**src/rtl/gray_pos_tracker_pkg.sv**
```systemverilog
// Shared types for the gray-code position tracker: FSM state encoding and
// per-sample direction classification codes.
package gray_pos_tracker_pkg;

    typedef enum logic [1:0] {
        StUnlocked = 2'b00,
        StLocked   = 2'b01,
        StError    = 2'b10
    } state_e;

    typedef enum logic [1:0] {
        DIR_HOLD = 2'b00,
        DIR_UP   = 2'b01,
        DIR_DN   = 2'b10,
        DIR_BAD  = 2'b11
    } dir_e;

endpackage

```
**src/rtl/gray2bin.sv**
```systemverilog
// Combinational gray-to-binary decoder; MSB passes through, each lower bit
// is the XOR of the bit above it (binary) with its own gray bit.
module gray2bin #(
    parameter int unsigned N = 3
) (
    input  logic [N-1:0] in_g,
    output logic [N-1:0] ou_b
);

    always_comb begin
        ou_b = '0;
        ou_b[N-1] = in_g[N-1];
        for (int i = int'(N) - 2; i >= 0; i--) begin
            ou_b[i] = ou_b[i+1] ^ in_g[i];
        end
    end

endmodule

```
**src/rtl/gray_pos_tracker.sv**
```systemverilog
// Tracks position from a sampled gray word: classifies each step against the
// previous sample, counts revolutions and latches an error on illegal jumps.
module gray_pos_tracker
    import gray_pos_tracker_pkg::*;
#(
    parameter int unsigned N = 3,
    parameter int unsigned W = 4
) (
    input  logic         in_clk,
    input  logic         rst,
    input  logic [N-1:0] in_g,
    input  logic         in_en,
    input  logic         in_clr_err,
    output logic [N-1:0] ou_b,
    output logic [1:0]   ou_dir,
    output logic [W-1:0] ou_wrap,
    output logic         ou_err,
    output logic         ou_lock
);

    state_e       state_q, state_d;
    logic [N-1:0] b_q, b_d;
    dir_e         dir_q, dir_d;
    logic [W-1:0] wrap_q, wrap_d;
    logic         err_q, err_d;
    logic         lock_q, lock_d;

    logic [N-1:0] bin_new;
    logic [N-1:0] diff;

    gray2bin #(
        .N (N)
    ) u_gray2bin (
        .in_g (in_g),
        .ou_b (bin_new)
    );

    // b_q doubles as the previous-sample register: both update together.
    assign diff = bin_new - b_q;

    always_comb begin
        state_d = state_q;
        b_d     = b_q;
        dir_d   = DIR_HOLD;
        wrap_d  = wrap_q;
        err_d   = err_q;

        unique case (state_q)
            StUnlocked: begin
                if (in_en) begin
                    b_d     = bin_new;
                    state_d = StLocked;
                end
            end
            StLocked: begin
                if (in_en) begin
                    if (diff == '0) begin
                        dir_d = DIR_HOLD;
                    end else if (diff == N'(1)) begin
                        dir_d = DIR_UP;
                        b_d   = bin_new;
                        if (b_q == '1 && bin_new == '0) begin
                            wrap_d = wrap_q + W'(1);
                        end
                    end else if (diff == '1) begin
                        dir_d = DIR_DN;
                        b_d   = bin_new;
                        if (b_q == '0 && bin_new == '1) begin
                            wrap_d = wrap_q - W'(1);
                        end
                    end else begin
                        dir_d   = DIR_BAD;
                        err_d   = 1'b1;
                        state_d = StError;
                    end
                end
            end
            StError: begin
                if (in_clr_err) begin
                    err_d   = 1'b0;
                    state_d = StUnlocked;
                end
            end
            default: begin
                state_d = StUnlocked;
            end
        endcase

        lock_d = (state_d == StLocked);
    end

    always_ff @(posedge in_clk) begin
        if (rst) begin
            state_q <= StUnlocked;
            b_q     <= '0;
            dir_q   <= DIR_HOLD;
            wrap_q  <= '0;
            err_q   <= 1'b0;
            lock_q  <= 1'b0;
        end else begin
            state_q <= state_d;
            b_q     <= b_d;
            dir_q   <= dir_d;
            wrap_q  <= wrap_d;
            err_q   <= err_d;
            lock_q  <= lock_d;
        end
    end

    assign ou_b    = b_q;
    assign ou_dir  = dir_q;
    assign ou_wrap = wrap_q;
    assign ou_err  = err_q;
    assign ou_lock = lock_q;

endmodule

```
**config.mk**
```make
export PLATFORM = sky130hd
export DESIGN_NAME = gray_pos_tracker
export DESIGN_NICKNAME = d
export VERILOG_FILES = /design/src/rtl/gray_pos_tracker_pkg.sv /design/src/rtl/gray2bin.sv /design/src/rtl/gray_pos_tracker.sv
export SDC_FILE = /design/constraint.sdc
export NUM_CORES = 1
export LEC_CHECK = 0
export CAP_MARGIN = 5
export CORE_MARGIN = 1.5
export CORE_UTILIZATION = 50
export CTS_CLUSTER_SIZE = 20
export DETAILED_ROUTE_END_ITERATION = 12
export GPL_TIMING_DRIVEN = 0
export PLACE_DENSITY_LB_ADDON = 0.25
export SLEW_MARGIN = 20
export SYNTH_ARGS = -nofsm -noshare
export SYNTH_HDL_FRONTEND = slang
export SYNTH_SLANG_ARGS = --single-unit
```
**constraint.sdc**
```tcl
create_clock -name in_clk -period 6.3 [get_ports in_clk]
set_input_delay 1.575 -clock in_clk [delete_from_list [all_inputs] [get_ports in_clk]]
set_output_delay 1.575 -clock in_clk [all_outputs]
set_load 0.005 [all_outputs]
```
==> summary.txt, run 1 <==
Run status
  • Status: finished, final reports clean

Floorplanning
  • Die W: 42.7 um
  • Rows: 14
  • Die Ht: 42.7 um
  • Initial Utilization: 53.0%
  • Core area: 0.00149 mm2
  • Die area: 0.00183 mm2
  • # IOs: 18

Global route
  • GR Util All Layers: 19.9%
  • Pin count of the biggest net entering global routing: 11
  • Vias in the first global route: 644
  • GRT overflow: 0
  • Initial antenna violation count: 0
  • Global-route wire length before repair: 2.73 mm

Timing
  • WHS: 0.474 ns
  • Worst-Margin Slew: 0.550 ns
  • RSZ-0062 raised after global routing: false
  • Final Hold Fails: 0
  • Max-Slew Margin vs Limit: 63.3%
  • Fmax: 0.216 GHz
  • TNS Setup: 0 ns
  • Pins Over Slew Limit: 0
  • Skew final: 0.00855 ns
  • Final setup fails: 0
  • Final Cycle Share: 73.5%
  • Fin crit period: 4.63 ns

Synthesis
  • Synth cell types: 36
  • Primary FF master, synth: dfxtp_1
  • Number of synthesized flops with an enable pin: 0
  • Count leader, synth: dfxtp_1
  • Top post-synthesis cells by area: dfxtp_1 (33%), ha_1 (7.9%), nor2_1 (5.2%)
  • Sequential area share after synthesis: 33.0%
  • Synth top area share: 33.0%
  • Leading area contributor after synthesis: dfxtp_1
  • Mapped Cells: 83
  • Synth warnings: 0
  • Register bit total from synthesis: 13
  • Synthesized area per cell: 9.51 um2
  • Synth cell count leaders: dfxtp_1 (13), nor2_1 (11), ha_1 (5), nor3_1 (5)
  • Synth Net Count: 97
  • Post-synth ARST share: 0%
  • Synthesized area: 790 um2

Drt
  • Routed via count: 678
  • WL met1: 695 um
  • DR WL/cell: 12.6 um
  • Via/cell ratio: 5.70
  • Post-DRT Antenna Nets: 0
  • Uppermost layer routed: met4
  • Met3 routed WL: 55 um
  • DR pass1 iterations: 4
  • Residual DRC: 0
  • Metal2 WL: 739 um
  • Number of DRC markers in iteration 0: 7
  • Drt total wl: 1.50 mm

Critical path
  • CP Max Fanout: 6
  • Crit start category: input port
  • Crit Path Class: in2reg
  • Worst path arrival time: 4.78 ns
  • Req. time, crit path: 6.44 ns
  • Crit path capture type: flop

Place
  • HPWL after DPL: 1.15 mm
  • Port Buffers: 16
  • Final GP Congestion: 0.798

CTS
  • Clock Path Buffers: 2
  • CTS tree: done
  • # hold bufs at CTS: 0
  • Sink Count: 13
  • H-Tree Depth: 1
  • Clock Tree Root: clkbuf_4
  • CTS resizes: 0
  • CTS buffer count: 3
  • Post-CTS Setup Bufs: 0
  • Clock slew at reported path FFs: 0.08 ns
  • Clk_lat worst skew: 0.28 ns

Final layout
  • Antenna Cells: 0
  • Multi-input logic area: 505 um2
  • Fill count: 126
  • Layout area overhead: 26.1%
  • Layout Nets: 118
  • FF+latch area: 260 um2
  • Share of layout cells above drive strength 1: 7.77%

Pwr
  • Lkg Pwr: 0.000392 uW
  • Peak VDD IR: 0.000164 V
  • PD cells: 229 mW/mm2

Hold path
  • Worst Hold Class: reg2reg

Job
  • Max-cap violations: 0
[flip-flops by register name, summed over array words and instances, names as in the netlist]
signal / count
ou_wrap: 4
ou_b: 3
ou_dir: 2
state_q: 2
ou_err: 1
ou_lock: 1
[layer usage]
layer | vias to the layer above | GRT usage [%]
met4 | 0 | 6.88
met2 | 14 | 31.8
li1 | 341 | -
met5 | - | 0
met1 | 321 | 24.4
met3 | 2 | 7.66
[logic make-up after synthesis]
kind of cell | share of synthesized area, %
simple gates | 25.0
compound gates | 13.6
flops | 33.0
fa+ha+maj | 13.0
buf+inv | 3.01
xor+xnor | 7.29
mux | 5.07
[worst paths after layout]
kind | to | slack [ns] | from | depth (start not counted)
hold / removal | ou_err | 0.47 | ou_err | 1
hold reg to reg | ou_err | 0.47 | ou_err | 1
setup reg to reg | ou_wrap[3] | 3.54 | ou_b[0] | 11
setup / recovery | ou_wrap[3] | 1.67 | in_g[1] | 14
[worst max-delay path, cell delays in order]
cell and delay, ns:
clkdlybuf4s50_1 0.47, xor2_1 0.19, ha_1 0.28, ha_1 0.20, fa_1 0.44, xnor3_1 0.26
and2_4 0.17, nand2b_1 0.18, ha_1 0.38, a21oi_1 0.17, and2_1 0.17, nor2_1 0.05
mux2i_1 0.12, o2111ai_1 0.12
[report_power, final]
| group | internal, uW | total (uW) | switching [uW] | leakage, uW |
|---|---|---|---|---|
| Combinational | 41.3 | 80.8 | 39.5 | 0.000271 |
| Sequential | 89.1 | 96.4 | 7.27 | 0.000106 |
| Clock | 24.6 | 50.4 | 25.9 | 0.0000150 |
| Total | 155 | 228 | 72.6 | 0.000392 |
[per-stage QoR]
step	cells	worst slack, ns	total power (uW)	cell area [um2]	utilization [%]
6_report	119	1.67	228	996	66.9
5_1_grt	119	1.46	247	996	66.9
4_1_cts	119	1.69	230	996	66.9
3_5_place_dp	115	1.39	179	970	65.1
3_3_place_gp	115	1.46	176	970	65.1
2_1_floorplan	83	1.94	153	790	-
[area by class of cell]
type	instances	area share, %
Multi-Input combinational cell	64	50.8
Clock buffer	4	2.64
Buffer	2	0.879
Inverter	4	1.51
Tap cell	16	2.01
Timing Repair Buffer	16	16.1
Sequential cell	13	26.1
[cell usage in the layout, fill, tap and decap left out, types with 2 or more instances in the layout]
cell,n
a211oi_1,3
clkbuf_1,2
clkbuf_4,3
clkdlybuf4s50_1,16
dfxtp_1,13
fa_1,2
ha_1,5
inv_1,4
mux2i_1,4
nand2_1,3
nand2b_1,3
nand3_1,2
nand4b_1,2
nor2_1,11
nor3_1,5
xnor2_1,2
xor2_1,2
No activity file was read; power rests on OpenSTA's default activity.
==> run 2, diff against run 1 <==
--- a/config.mk
+++ b/config.mk
@@ -7,7 +7,7 @@
 export LEC_CHECK = 0
 export CAP_MARGIN = 5
 export CORE_MARGIN = 1.5
-export CORE_UTILIZATION = 50
+export CORE_UTILIZATION = 48
 export CTS_CLUSTER_SIZE = 20
 export DETAILED_ROUTE_END_ITERATION = 12
 export GPL_TIMING_DRIVEN = 0
==> constraint.sdc (replaced) <==
create_clock -name in_clk -period 4.8 [get_ports in_clk]
set_input_delay 1.2 -clock in_clk [delete_from_list [all_inputs] [get_ports in_clk]]
set_output_delay 1.2 -clock in_clk [all_outputs]
set_load 0.005 [all_outputs]
==> summary.txt, run 2 (synthesis results as in run 1) <==
Final layout
  • Fill count: 133 (+5.6%)
  • Antenna Cells: 0 (unchanged)
  • Most frequent cells in the layout: clkdlybuf4s50_1 (16), dfxtp_1 (13), nor2_1 (11)
  • Commonest non-fill, non-tap cell in the layout: clkdlybuf4s50_1
  • Layout area overhead: 26.1% (unchanged)
  • Share of layout cells above drive strength 1: 7.77% (unchanged)
  • Layout Nets: 118 (unchanged)
  • Max FFs per register: 4 (unchanged)

Global route
  • Pin count of the biggest net entering global routing: 11 (unchanged)
  • Global-route wire length before repair: 2.50 mm (-8.4%)
  • Initial antenna violation count: 0 (unchanged)
  • Vias in the first global route: 604 (-6.2%)
  • GR Util All Layers: 17.5% (-2.4 points)
  • GRT overflow: 0 (unchanged)

Timing
  • Worst-Margin Slew: 0.544 ns (-0.00582 ns)
  • Max-Slew Margin vs Limit: 63.7% (+0.39 points)
  • WHS: 0.469 ns (-0.00569 ns)
  • Pins Over Slew Limit: 0 (unchanged)
  • Final Cycle Share: 89.3%
  • RSZ-0062 raised after global routing: false
  • Worst Setup Slack, final: 0.516 ns (-1.15 ns)
  • Final setup fails: 0 (unchanged)
  • TNS Setup: 0 ns (unchanged)
  • Fmax: 0.233 GHz
  • Skew final: 0.00399 ns (-0.00456 ns)
  • Final Hold Fails: 0 (unchanged)
  • Fin crit period: 4.28 ns

Drt
  • Residual DRC: 0 (unchanged)
  • Number of DRC markers in iteration 0: 10 (+3)
  • DR pass1 iterations: 4 (unchanged)
  • DR WL/cell: 12.6 um (-0.13%)
  • Routed via count: 666 (-1.8%)
  • Drt total wl: 1.50 mm (-0.13%)
  • Via/cell ratio: 5.60 (-1.8%)
  • Post-DRT Antenna Nets: 0 (unchanged)

Floorplanning
  • Rows: 14 (unchanged)
  • Initial Utilization: 51.8% (-1.2 points)
  • Core area: 0.00152 mm2 (+2.4%)
  • Die Ht: 43.6 um (+1.9%)
  • Die area: 0.00190 mm2 (+3.9%)
  • # IOs: 18 (unchanged)
  • Die W: 43.6 um (+1.9%)

Pwr
  • Switching portion of total power: 32.0% (+0.084 points)
  • Lkg Pwr: 0.000392 uW (unchanged)
  • P_int: 203 uW (+31%)
  • Clk pwr share: 22.6% (+0.4 points)
  • Peak VDD IR: 0.000218 V (+33%)
  • Gate power share: 35.3% (-0.2 points)
  • Total power: 299 uW (+31%)
  • PD cells: 300 mW/mm2 (+31%)
  • Net switching power figure: 95.7 uW (+32%)
  • Part of the power in registers: 42.1% (-0.2 points)

Critical path
  • Worst path arrival time: 4.42 ns (-0.36 ns)
  • CP Max Fanout: 6 (unchanged)
  • Crit Path Class: in2reg
  • Crit start category: input port
  • Crit path capture type: flop
  • Req. time, crit path: 4.94 ns (-1.50 ns)

Run status
  • Status: finished, final reports clean

Place
  • HPWL after DPL: 1.15 mm (+0.30%)
  • Final GP Congestion: 0.741 (-7.1%)
  • Pre-CTS setup slack: 0.223 ns (-1.17 ns)
  • Port Buffers: 16 (unchanged)

CTS
  • Sink Count: 13 (unchanged)
  • Clk_lat worst skew: 0.28 ns (about the same)
  • CTS buffer count: 3 (unchanged)
  • Post-CTS Setup Bufs: 0 (unchanged)
  • H-Tree Depth: 1 (unchanged)
  • CTS resizes: 0 (unchanged)
  • Clock slew at reported path FFs: 0.07 ns (about the same)
  • Clock Tree Root: clkbuf_4
  • Clock Path Buffers: 2 (unchanged)
  • # hold bufs at CTS: 0 (unchanged)
  • CTS tree: done

Job
  • Max-cap violations: 0 (unchanged)

Hold path
  • Worst Hold Class: reg2reg
==> run 2: cell counts in the layout (fill, tap and decap cells not counted) <==
No cell type changed its count.
==> run 2: area by class of cell <==
cell class | instances | area (um2) | share of cell area (%)
multi-input cells | 64 | 505 | 50.8
flip-flops and latches | 13 | 260 | 26.1
repair buffers | 16 | 160 | 16.1
clock buffers | 4 | 26.3 | 2.64
well taps | 16 | 20.0 | 2.01
inverters | 4 | 15.0 | 1.51
plain buffers | 2 | 8.76 | 0.879
==> run 2: worst max-delay path, cell delays in order <==
cell and delay (ns):
clkdlybuf4s50_1 0.47, xor2_1 0.21, ha_1 0.29, ha_1 0.20, fa_1 0.44, xnor3_1 0.26, and2_4 0.16, nand2b_1 0.17
ha_1 0.37, a21oi_1 0.16, and2_1 0.16, nor2_1 0.05, mux2i_1 0.14, o2111ai_1 0.13
==> run 2: path summary, 6_finish.rpt <==
kind	cells after the start	startpoint	end	slack, ns
max	14	in_g[1]	ou_wrap[3]	0.52
min reg2reg	1	ou_err	ou_err	0.47
min	1	ou_err	ou_err	0.47
max reg2reg	11	ou_b[0]	ou_wrap[3]	2.03
==> run 2: metrics by stage <==
stage	instances	util, %	instance area (um2)
after global routing	119	65.4	996
after global placement	115	63.6	970
final	119	65.4	996
after detailed placement	115	63.6	970
after CTS	119	65.4	996
after floorplan	83	-	790
==> run 2: layer usage <==
layer,wire [um],global-route usage (%)
met2,733,29.4
met1,668,20.8
met5,0,0
met4,8,3.64
met3,86,7.50
==> run 2: power groups by stage <==
stage	clock network (uW)	registers (uW)	logic [uW]
2_1_floorplan	0	128	72.7
3_3_place_gp	0	128	103
3_5_place_dp	0	129	106
4_1_cts	70.8	126	107
5_1_grt	74.6	128	117
6_report	67.7	126	106
